**src/rtl/char_pkg.sv**
```systemverilog
// Shared action-state encoding and default physics constants for the character
// movement FSM and the display-state controller.
package char_pkg;

  typedef enum logic [2:0] {
    ST_IDLE           = 3'd0,
    ST_LEFT           = 3'd1,
    ST_RIGHT          = 3'd2,
    ST_CHARGE         = 3'd3,
    ST_JUMP           = 3'd4,
    ST_COLLISION      = 3'd5,
    ST_FALL_TO_GROUND = 3'd6,
    ST_HOLD           = 3'd7
  } char_state_e;

  localparam int DEF_SIGNED_PHY_WIDTH = 17;
  localparam int DEF_MAX_VEL_Y        = 10;
  localparam int DEF_CHARGE_SHIFT     = 5;
  localparam int DEF_MAX_CHARGE       = 32;
  localparam int DEF_WALK_VEL         = 2;
  localparam int DEF_JUMP_VEL_X       = 3;
  localparam int DEF_GRAVITY          = 1;
  localparam int DEF_HOLD_TIME        = 8;
  localparam int CHARGE_LEVEL_W       = 6;

endpackage

```
**src/rtl/char_charge_counter.sv**
```systemverilog
// Jump charge accumulator: saturating up-counter with synchronous clear,
// advancing only on physics ticks.
module char_charge_counter
  import char_pkg::*;
#(
  parameter int MAX_CHARGE = DEF_MAX_CHARGE,
  parameter int WIDTH      = CHARGE_LEVEL_W
) (
  input  logic             clk,
  input  logic             rst,
  input  logic             tick,
  input  logic             clear,
  input  logic             inc,
  output logic [WIDTH-1:0] count
);

  localparam logic [WIDTH-1:0] COUNT_MAX = WIDTH'(MAX_CHARGE);

  always_ff @(posedge clk or posedge rst) begin
    if (rst) begin
      count <= '0;
    end else if (tick) begin
      if (clear) begin
        count <= '0;
      end else if (inc && (count < COUNT_MAX)) begin
        count <= count + 1'b1;
      end
    end
  end

endmodule

```
**src/rtl/character_action_fsm.sv**
```systemverilog
// Character action state machine: grounded walking, charged jumps, airborne
// gravity, wall bounces and hard-landing freeze, all stepped by the physics tick.
module character_action_fsm
  import char_pkg::*;
#(
  parameter int SIGNED_PHY_WIDTH = DEF_SIGNED_PHY_WIDTH,
  parameter int MAX_VEL_Y        = DEF_MAX_VEL_Y,
  parameter int CHARGE_SHIFT     = DEF_CHARGE_SHIFT,
  parameter int MAX_CHARGE       = DEF_MAX_CHARGE,
  parameter int WALK_VEL         = DEF_WALK_VEL,
  parameter int JUMP_VEL_X       = DEF_JUMP_VEL_X,
  parameter int GRAVITY          = DEF_GRAVITY,
  parameter int HOLD_TIME        = DEF_HOLD_TIME
) (
  input  logic                               sys_clk,
  input  logic                               sys_rst,
  input  logic                               character_clk,
  input  logic                               btn_left,
  input  logic                               btn_right,
  input  logic                               btn_jump,
  input  logic                               on_ground,
  input  logic                               hit_wall,
  output logic [2:0]                         char_state,
  output logic signed [SIGNED_PHY_WIDTH-1:0] vel_y,
  output logic signed [SIGNED_PHY_WIDTH-1:0] vel_x,
  output logic                               face_dir,
  output logic [CHARGE_LEVEL_W-1:0]          charge_level
);

  localparam int W      = SIGNED_PHY_WIDTH;
  localparam int HOLD_W = (HOLD_TIME > 1) ? $clog2(HOLD_TIME) : 1;

  localparam logic signed [W-1:0] VEL_ZERO      = '0;
  localparam logic signed [W-1:0] VEL_ONE       = W'(1);
  localparam logic signed [W-1:0] WALK_POS      = W'(WALK_VEL);
  localparam logic signed [W-1:0] WALK_NEG      = W'(-WALK_VEL);
  localparam logic signed [W-1:0] JUMP_X_POS    = W'(JUMP_VEL_X);
  localparam logic signed [W-1:0] JUMP_X_NEG    = W'(-JUMP_VEL_X);
  localparam logic signed [W-1:0] GRAVITY_S     = W'(GRAVITY);
  localparam logic signed [W-1:0] VY_MIN        = W'(-MAX_VEL_Y);
  localparam logic signed [W-1:0] IMPACT_LIMIT  = W'(-(MAX_VEL_Y >> 1));
  localparam logic [HOLD_W-1:0]   HOLD_LAST     = HOLD_W'(HOLD_TIME - 1);
  localparam logic [CHARGE_LEVEL_W-1:0] CHARGE_FULL = CHARGE_LEVEL_W'(MAX_CHARGE);

  char_state_e            state, state_n;
  logic signed [W-1:0]    vel_x_n, vel_y_n;
  logic                   face_n;
  logic [HOLD_W-1:0]      hold_cnt, hold_n;
  logic                   impact, impact_n;
  logic                   charge_clear, charge_inc;

  logic [31:0]            launch_prod, launch_mag;
  logic signed [W-1:0]    launch_vy, launch_vx;
  logic signed [W-1:0]    vy_dec, vy_fall;

  char_charge_counter #(
    .MAX_CHARGE (MAX_CHARGE),
    .WIDTH      (CHARGE_LEVEL_W)
  ) u_charge (
    .clk   (sys_clk),
    .rst   (sys_rst),
    .tick  (character_clk),
    .clear (charge_clear),
    .inc   (charge_inc),
    .count (charge_level)
  );

  // Launch strength scales charge onto the vertical range, never below one.
  assign launch_prod = 32'(charge_level) * 32'(MAX_VEL_Y);
  assign launch_mag  = launch_prod >> CHARGE_SHIFT;
  assign launch_vy   = (launch_mag == '0) ? VEL_ONE : W'(launch_mag);
  assign vy_dec      = vel_y - GRAVITY_S;
  assign vy_fall     = (vy_dec < VY_MIN) ? VY_MIN : vy_dec;

  always_comb begin
    launch_vx = VEL_ZERO;
    if (btn_left && !btn_right) begin
      launch_vx = JUMP_X_NEG;
    end else if (btn_right && !btn_left) begin
      launch_vx = JUMP_X_POS;
    end
  end

  always_comb begin
    state_n      = state;
    vel_x_n      = vel_x;
    vel_y_n      = vel_y;
    face_n       = face_dir;
    hold_n       = hold_cnt;
    impact_n     = impact;
    charge_clear = 1'b0;
    charge_inc   = 1'b0;
    case (state)
      ST_IDLE, ST_LEFT, ST_RIGHT: begin
        vel_y_n = VEL_ZERO;
        if (!on_ground) begin
          state_n = ST_JUMP;
        end else if (btn_jump) begin
          state_n      = ST_CHARGE;
          vel_x_n      = VEL_ZERO;
          charge_clear = 1'b1;
        end else if (btn_left && !btn_right) begin
          state_n = ST_LEFT;
          vel_x_n = WALK_NEG;
          face_n  = 1'b1;
        end else if (btn_right && !btn_left) begin
          state_n = ST_RIGHT;
          vel_x_n = WALK_POS;
          face_n  = 1'b0;
        end else begin
          state_n = ST_IDLE;
          vel_x_n = VEL_ZERO;
        end
      end
      ST_CHARGE: begin
        if (!btn_jump || (charge_level == CHARGE_FULL)) begin
          state_n      = ST_JUMP;
          vel_y_n      = launch_vy;
          vel_x_n      = launch_vx;
          charge_clear = 1'b1;
        end else begin
          charge_inc = 1'b1;
        end
      end
      ST_JUMP: begin
        // Landing outranks a wall hit seen on the same tick.
        if (on_ground && (vel_y <= VEL_ZERO)) begin
          state_n  = ST_FALL_TO_GROUND;
          vel_x_n  = VEL_ZERO;
          vel_y_n  = VEL_ZERO;
          impact_n = (vel_y < IMPACT_LIMIT);
        end else begin
          vel_y_n = vy_fall;
          if (hit_wall) begin
            state_n = ST_COLLISION;
            vel_x_n = -vel_x;
          end
        end
      end
      ST_COLLISION: begin
        state_n = ST_JUMP;
      end
      ST_FALL_TO_GROUND: begin
        state_n  = impact ? ST_HOLD : ST_IDLE;
        hold_n   = '0;
        impact_n = 1'b0;
        vel_x_n  = VEL_ZERO;
        vel_y_n  = VEL_ZERO;
      end
      ST_HOLD: begin
        vel_x_n = VEL_ZERO;
        vel_y_n = VEL_ZERO;
        if (hold_cnt == HOLD_LAST) begin
          state_n = ST_IDLE;
          hold_n  = '0;
        end else begin
          hold_n = hold_cnt + 1'b1;
        end
      end
      default: begin
        state_n = ST_IDLE;
      end
    endcase
  end

  always_ff @(posedge sys_clk or posedge sys_rst) begin
    if (sys_rst) begin
      state    <= ST_IDLE;
      vel_x    <= '0;
      vel_y    <= '0;
      face_dir <= 1'b0;
      hold_cnt <= '0;
      impact   <= 1'b0;
    end else if (character_clk) begin
      state    <= state_n;
      vel_x    <= vel_x_n;
      vel_y    <= vel_y_n;
      face_dir <= face_n;
      hold_cnt <= hold_n;
      impact   <= impact_n;
    end
  end

  assign char_state = state;

endmodule

```
**config.mk**
```make
export PLATFORM = sky130hd
export DESIGN_NAME = character_action_fsm
export DESIGN_NICKNAME = d
export VERILOG_FILES = /design/src/rtl/char_pkg.sv /design/src/rtl/char_charge_counter.sv /design/src/rtl/character_action_fsm.sv
export SDC_FILE = /design/constraint.sdc
export NUM_CORES = 1
export LEC_CHECK = 0
export CORE_UTILIZATION = 45
export CTS_BUF_LIST = sky130_fd_sc_hd__clkbuf_8
export DETAILED_ROUTE_END_ITERATION = 10
export GPL_TIMING_DRIVEN = 0
export PLACE_DENSITY = 0.68
export RECOVER_POWER = 25
export SYNTH_ARGS = -nofsm -noshare
export SYNTH_HDL_FRONTEND = slang
export SYNTH_SLANG_ARGS = --single-unit
```
**constraint.sdc**
```tcl
create_clock -name sys_clk -period 4.5 [get_ports sys_clk]
set_input_delay 1.125 -clock sys_clk [delete_from_list [all_inputs] [get_ports sys_clk]]
set_output_delay 1.125 -clock sys_clk [all_outputs]
set_load 0.1 [all_outputs]
```
==> metrics.yaml, run 1 <==
cts:
  cts_made_buffers: 5
  clkSlewWorstSetupHoldPaths_ns: 0.09
  hold_buffers: 0
  clock_path_buffers: 2
  insertion_delay_ns: 0.31
  cts_resized: 0
  clkSinkCount: 48
  h-tree-depth: 2
  cts_tree: "built"
  root_buffer: "clkbuf_8"
  cts_setup_buffers: 0
setup_path:
  crit_family: "buffers and inverters"
  path_buf_inv: 4
  end_kind: "flip-flop"
  cp_data_required_time_ns: 4.67
  r2r_start: "vel_y[0]"
  worst-path-stages: 14
  critical_path_arrival_ns: 3.83
  crit_type: "flip-flop to flip-flop"
  slowest_delay_ns: 0.47
  rr_endpoint: "vel_y[12]"
  cpMaxStageDelayCell: "dfrtp_1"
  startpoint_type: "flip-flop"
  crit_fanout: 10
  rrSetupSlack_ns: 0.84
  timing.reg2reg.worst_path_depth: 14
  cp_cell_sequence: "inv_1 > ha_1 > nor3b_1 > clkbuf_1 > nand4_1 > xor2_1 > a31oi_1 > nand4_1 > ha_1 > inv_1 > clkbuf_1 > o21ai_0 > a21oi_1 > a21oi_1"
layout:
  multiInputGateArea_mm2: 0.00226
  fillers: 721
  stdcell_count: 599
  drive_above_1_share: 0.0865
  seq_area_mm2: 0.00120
  final_nets: 520
  antenna_cells: 0
  areaGrowthSynthToFinish_pct: 19.3
routing:
  drtIter0Drc: 264
  via_count: 3785
  routed_wl_um: 10700
  final_antenna_net_count: 0
  firstDrtPassIters: 5
  post_drt_wl_per_cell_um: 17.8
  vias_per_cell: 6.32
  route.detailed.drc: 0
synth:
  synth-simple-area-share: 0.230
  synth_edf_count: 0
  synth_fa_ha_area_frac: 0.0556
  synthTopCellsByArea: "dfrtp_1 32%, ha_1 5.0%, o21ai_0 4.0%"
  synth_xor_area_frac: 0.0188
  yosysUniqueCellTypes: 73
  synthMuxAreaShare: 0.0117
  yosysMostFrequentCell: "dfrtp_1"
  synth_compound_area_frac: 0.291
  synth.top_cell.area_share: 0.322
  synth_commonest_cells: "48 x dfrtp_1, 33 x nand2_1, 30 x o21ai_0, 26 x inv_1, 23 x nor2_1"
  synth_top_family_by_area: "compound AO/OA/AOI/OAI gates"
  synth_fp_nets: 462
  async_flop_share: 1.00
  synthCells: 438
  synth_seq_cells: 48
  syn-cell-area_mm2: 0.00373
  yosysWarningCount: 0
  synth_top_cell_by_area: "dfrtp_1"
  syn_area_per_cell_um2: 8.52
  seq_area_frac_synth: 0.322
  synthFlopType: "dfrtp_1"
sta:
  period_minus_slack_ns: 3.66
  fmax_mhz: 273
  rsz0062_at_grt: "no"
  skew_ns: 0.00887
  fin_crit_sh: 0.814
  slew_headroom: -0.178
  setup_viol: 0
  maxSlewViolCount: 33
  final-hold-violation-count: 0
  worst_slew_pin_slew_ns: 1.77
  tns_ns: 0
floorplan:
  io_pins: 52
  die_w_um: 93.1
  initial_core_util: 0.473
  fp-row-count: 32
  core_area_mm2: 0.00789
  die_h_um: 93.1
  dieArea_mm2: 0.00866
placed_design:
  placed_cells: 591
  gp_congestion: 0.970
  io_buffers: 50
  dpl.hpwl_um: 7700
min_path:
  holdPathEnd: "hold_cnt[1]"
  hp-class: "flip-flop to flip-flop"
  min_from: "hold_cnt[1]"
  hold_depth: 2
global_route:
  grt_pass1_vias: 3494
  antenna_found_initial: 0
  grt_pass1_wl_um: 17600
  grt_max_degree: 33
  gr-usage-all-layers: 0.253
  overflow: 0
job:
  maxCapViolCount: 1
run_status:
  violations: "capacitance limit, slew limit"
  outcome: "finished, violations left"
-- layer usage --
layer	share of wire	global-route usage	wire length, µm	vias to the layer above
met4	0.011	0.0590	120	0
met3	0.067	0.0423	711	15
met1	0.45	0.360	4840	1803
met5	0	0	0	-
met2	0.47	0.401	5010	181
li1	-	-	-	1786
-- through the flow --
step | hold slack (ns) | setup WS (ns) | instance area, µm² | util
final | 0.505 | 0.837 | 4460 | 0.565
after CTS | 0.507 | 0.940 | 4470 | 0.567
after global placement | 0.471 | 0.841 | 4360 | 0.553
after global routing | 0.548 | 0.474 | 4460 | 0.565
after floorplan | 0.454 | 1.02 | 3730 | -
after detailed placement | 0.484 | 0.855 | 4380 | 0.556
-- layout make-up --
class,instances,share of cell area
Timing Repair Buffer,51,0.113
Multi-Input combinational cell,334,0.508
Clock inverter,2,0.00168
Inverter,26,0.0219
Buffer,30,0.0385
Clock buffer,6,0.0185
Tap cell,102,0.0286
Sequential cell,48,0.270
-- state kept, by name, indices dropped and copies added (netlist names) --
name / cells
vel_x: 17
vel_y: 17
u_charge.count: 6
char_state: 3
hold_cnt: 3
face_dir: 1
impact: 1
-- how the worst max path moves through the flow --
stage              start         to  slack (ns)
3_3_place_gp   on_ground   vel_x[0]        0.84
3_5_place_dp   on_ground  vel_x[11]        0.86
4_1_cts         vel_y[0]  vel_y[12]        0.94
6_report        vel_y[0]  vel_y[12]        0.84
2_1_floorplan   vel_y[1]   vel_y[0]        1.02
5_1_grt         vel_y[0]  vel_y[12]        0.47
-- cell usage in the layout, fill, tap and decap left out, types with 10 or more instances in the layout --
cell | synthesis | layout
buf_2 | 12 | 12
inv_1 | 26 | 28
o21ai_0 | 30 | 30
clkbuf_1 | 11 | 12
nand3_1 | 13 | 13
nor2_1 | 23 | 23
clkdlybuf4s50_1 | 0 | 49
ha_1 | 15 | 15
nor3_1 | 18 | 18
a31oi_1 | 12 | 12
o31a_1 | 12 | 12
nand2_1 | 33 | 33
a21oi_1 | 21 | 21
nand4_1 | 10 | 10
dfrtp_1 | 48 | 48
-- worst register-to-register path, delay by kind of cell, from the launching register on --
family | cells | cell delay, ns
and+or+nand+nor | 3 | 0.55
buffers and inverters | 4 | 1.16
xor gates and xnor gates | 1 | 0.20
DFF | 1 | 0.47
AOI/OAI and AO/OA | 4 | 0.55
adders and majority gates | 2 | 0.59
-- kinds of logic (layout without fill, tap and decap cells) --
group | count (synthesis) | after routing
buffers and inverters | 56 | 115
xor gates and xnor gates | 8 | 8
adders and majority gates | 16 | 16
and+or+nand+nor | 150 | 150
AOI/OAI and AO/OA | 156 | 156
DFF | 48 | 48
muxes | 4 | 4
Power of run 1 is left out: the tool's default activity adds up to more than one toggle a clock period on the data nets, which glitch-free logic cannot reach.
==> inputs of run 2 (changes only) <==
clock period = 3.54 ns   (was 4.5 ns; I/O delays follow)
==> run 2 against run 1 <==
Effect of this change: the run now ends clean; register-to-register slack worse by 0.60 ns; non-clock buffer count down 1; global-route usage down 0.19 points; clock skew down 0.00058 ns; first-iteration DRC count up 1.9%; worst hold slack about the same; cell count down 0.17%; sequential cell count unchanged; wire length down 0.42%; highest routed layer unchanged.
==> metrics.yaml, run 2 (same netlist as run 1, synthesis figures left out) <==
floorplan:
  io_pins: 52  # unchanged
  initial_core_util: 0.473  # unchanged
  die_w_um: 93.1  # unchanged
  fp-row-count: 32  # unchanged
  core_area_mm2: 0.00789  # unchanged
  die_h_um: 93.1  # unchanged
  dieArea_mm2: 0.00866  # unchanged
sta:
  rsz0062_at_grt: "no"
  worst_slew_pin_slew_ns: 1.46  # -0.304 ns
  maxSlewViolCount: 0  # -100%
  setup_viol: 0  # unchanged
  worst_slack_ns: 0.235  # -0.601 ns
  tns_ns: 0  # unchanged
  slew_headroom: 0.0233  # +0.201
  whs_ns: 0.505  # +0.000114 ns
  final-hold-violation-count: 0  # unchanged
  skew_ns: 0.00829  # -0.000581 ns
  period_minus_slack_ns: 3.30  # -0.359 ns
  fin_crit_sh: 0.934  # +0.119
  fmax_mhz: 303  # +11%
placed_design:
  placed_cells: 591  # unchanged
  pre_cts_ws_ns: 0.00125  # -0.854 ns
  io_buffers: 50  # unchanged
  gp_congestion: 0.970  # unchanged
  dpl.hpwl_um: 7700  # unchanged
min_path:
  holdPathEnd: "hold_cnt[1]"
  hold_depth: 2  # unchanged
  min_from: "hold_cnt[1]"
  hp-class: "flip-flop to flip-flop"
layout:
  multiInputGateArea_mm2: 0.00228  # +0.83%
  fillers: 721  # unchanged
  drive_above_1_share: 0.0948  # +0.00824
  antenna_cells: 0  # unchanged
  seq_area_mm2: 0.00120  # unchanged
  final_nets: 519  # -0.19%
  reg_top3: "vel_x (17), vel_y (17), u_charge.count (6)"
  stdcell_count: 598  # -0.17%
  areaGrowthSynthToFinish_pct: 20.1
  final_cell_mix: "49 x clkdlybuf4s50_1, 48 x dfrtp_1, 33 x nand2_1"
  final_common_cell: "clkdlybuf4s50_1"
routing:
  route.detailed.drc: 0  # unchanged
  routed_wl_um: 10600  # -0.42%
  vias_per_cell: 6.26  # -0.86%
  firstDrtPassIters: 5  # unchanged
  drtIter0Drc: 269  # +1.9%
  post_drt_wl_per_cell_um: 17.8  # -0.25%
  final_antenna_net_count: 0  # unchanged
  via_count: 3746  # -1.0%
cts:
  cts_resized: 0  # unchanged
  cts_tree: "built"
  cts_setup_buffers: 0  # unchanged
  clock_path_buffers: 2  # unchanged
  clkSlewWorstSetupHoldPaths_ns: 0.09  # about the same
  root_buffer: "clkbuf_8"
  cts_made_buffers: 5  # unchanged
  h-tree-depth: 2  # unchanged
  clkSinkCount: 48  # unchanged
  hold_buffers: 0  # unchanged
  insertion_delay_ns: 0.30  # about the same
setup_path:
  timing.reg2reg.worst_path_depth: 9  # -5
  rr_endpoint: "vel_y[0]"
  end_kind: "flip-flop"
  startpoint_type: "flip-flop"
  cp_data_required_time_ns: 3.75  # -0.92 ns
  crit_type: "flip-flop to flip-flop"
  r2r_start: "vel_y[4]"
  rrSetupSlack_ns: 0.24  # -0.60 ns
  crit_fanout: 8  # -2
  critical_path_arrival_ns: 3.52  # -0.31 ns
global_route:
  grt_pass1_wl_um: 17500  # -0.63%
  grt_max_degree: 33  # unchanged
  grt_util_met2: 0.400  # -0.00123
  antenna_found_initial: 0  # unchanged
  gr-usage-all-layers: 0.251  # -0.00191
  grtUsageMet3: 0.0398  # -0.00244
  grt_pass1_vias: 3469  # -0.72%
  busiest_layer: "met2"
  overflow: 0  # unchanged
  grtUsageMet1: 0.359  # -0.00102
run_status:
  outcome: "complete, no violations"
job:
  maxCapViolCount: 0  # -1
[run 2: critical path, cell delays in order (launching register included)]
cell       delay [ns]
dfrtp_1          0.53
nor2_1           0.40
nand4b_1         0.25
or3_1            0.40
a22oi_1          0.22
nand4_1          0.13
ha_1             0.35
or4_1            0.61
a2bb2oi_1        0.16
o21ai_0          0.18
[run 2: through the flow]
step / area [µm²] / util
5_1_grt: 4480 / 0.568
3_3_place_gp: 4360 / 0.553
3_5_place_dp: 4380 / 0.556
6_report: 4480 / 0.568
2_1_floorplan: 3730 / -
4_1_cts: 4470 / 0.566
[run 2: worst max path at each step]
stage | endpoint | cells after the start | start
floorplan | vel_y[0] | 12 | vel_y[1]
global placement | vel_y[12] | 14 | vel_y[0]
detailed placement | vel_y[12] | 14 | vel_y[0]
CTS | vel_y[0] | 12 | vel_y[0]
global route | vel_y[0] | 10 | vel_y[2]
finish | vel_y[0] | 9 | vel_y[4]
[run 2: cell type report]
class,instances,share of cell area
Buffer,29,0.0382
Multi-Input combinational cell,334,0.509
Clock buffer,6,0.0184
Timing Repair Buffer,51,0.114
Tap cell,102,0.0285
Sequential cell,48,0.268
Inverter,26,0.0218
Clock inverter,2,0.00167
[run 2: routing by layer]
layer  vias to the layer above  routed length (µm)
met5                         -                   0
met4                         0                 124
met3                        14                 671
met2                       162                4940
met1                      1784                4900
li1                       1786                   -
Power of run 2 is left out for the same reason.
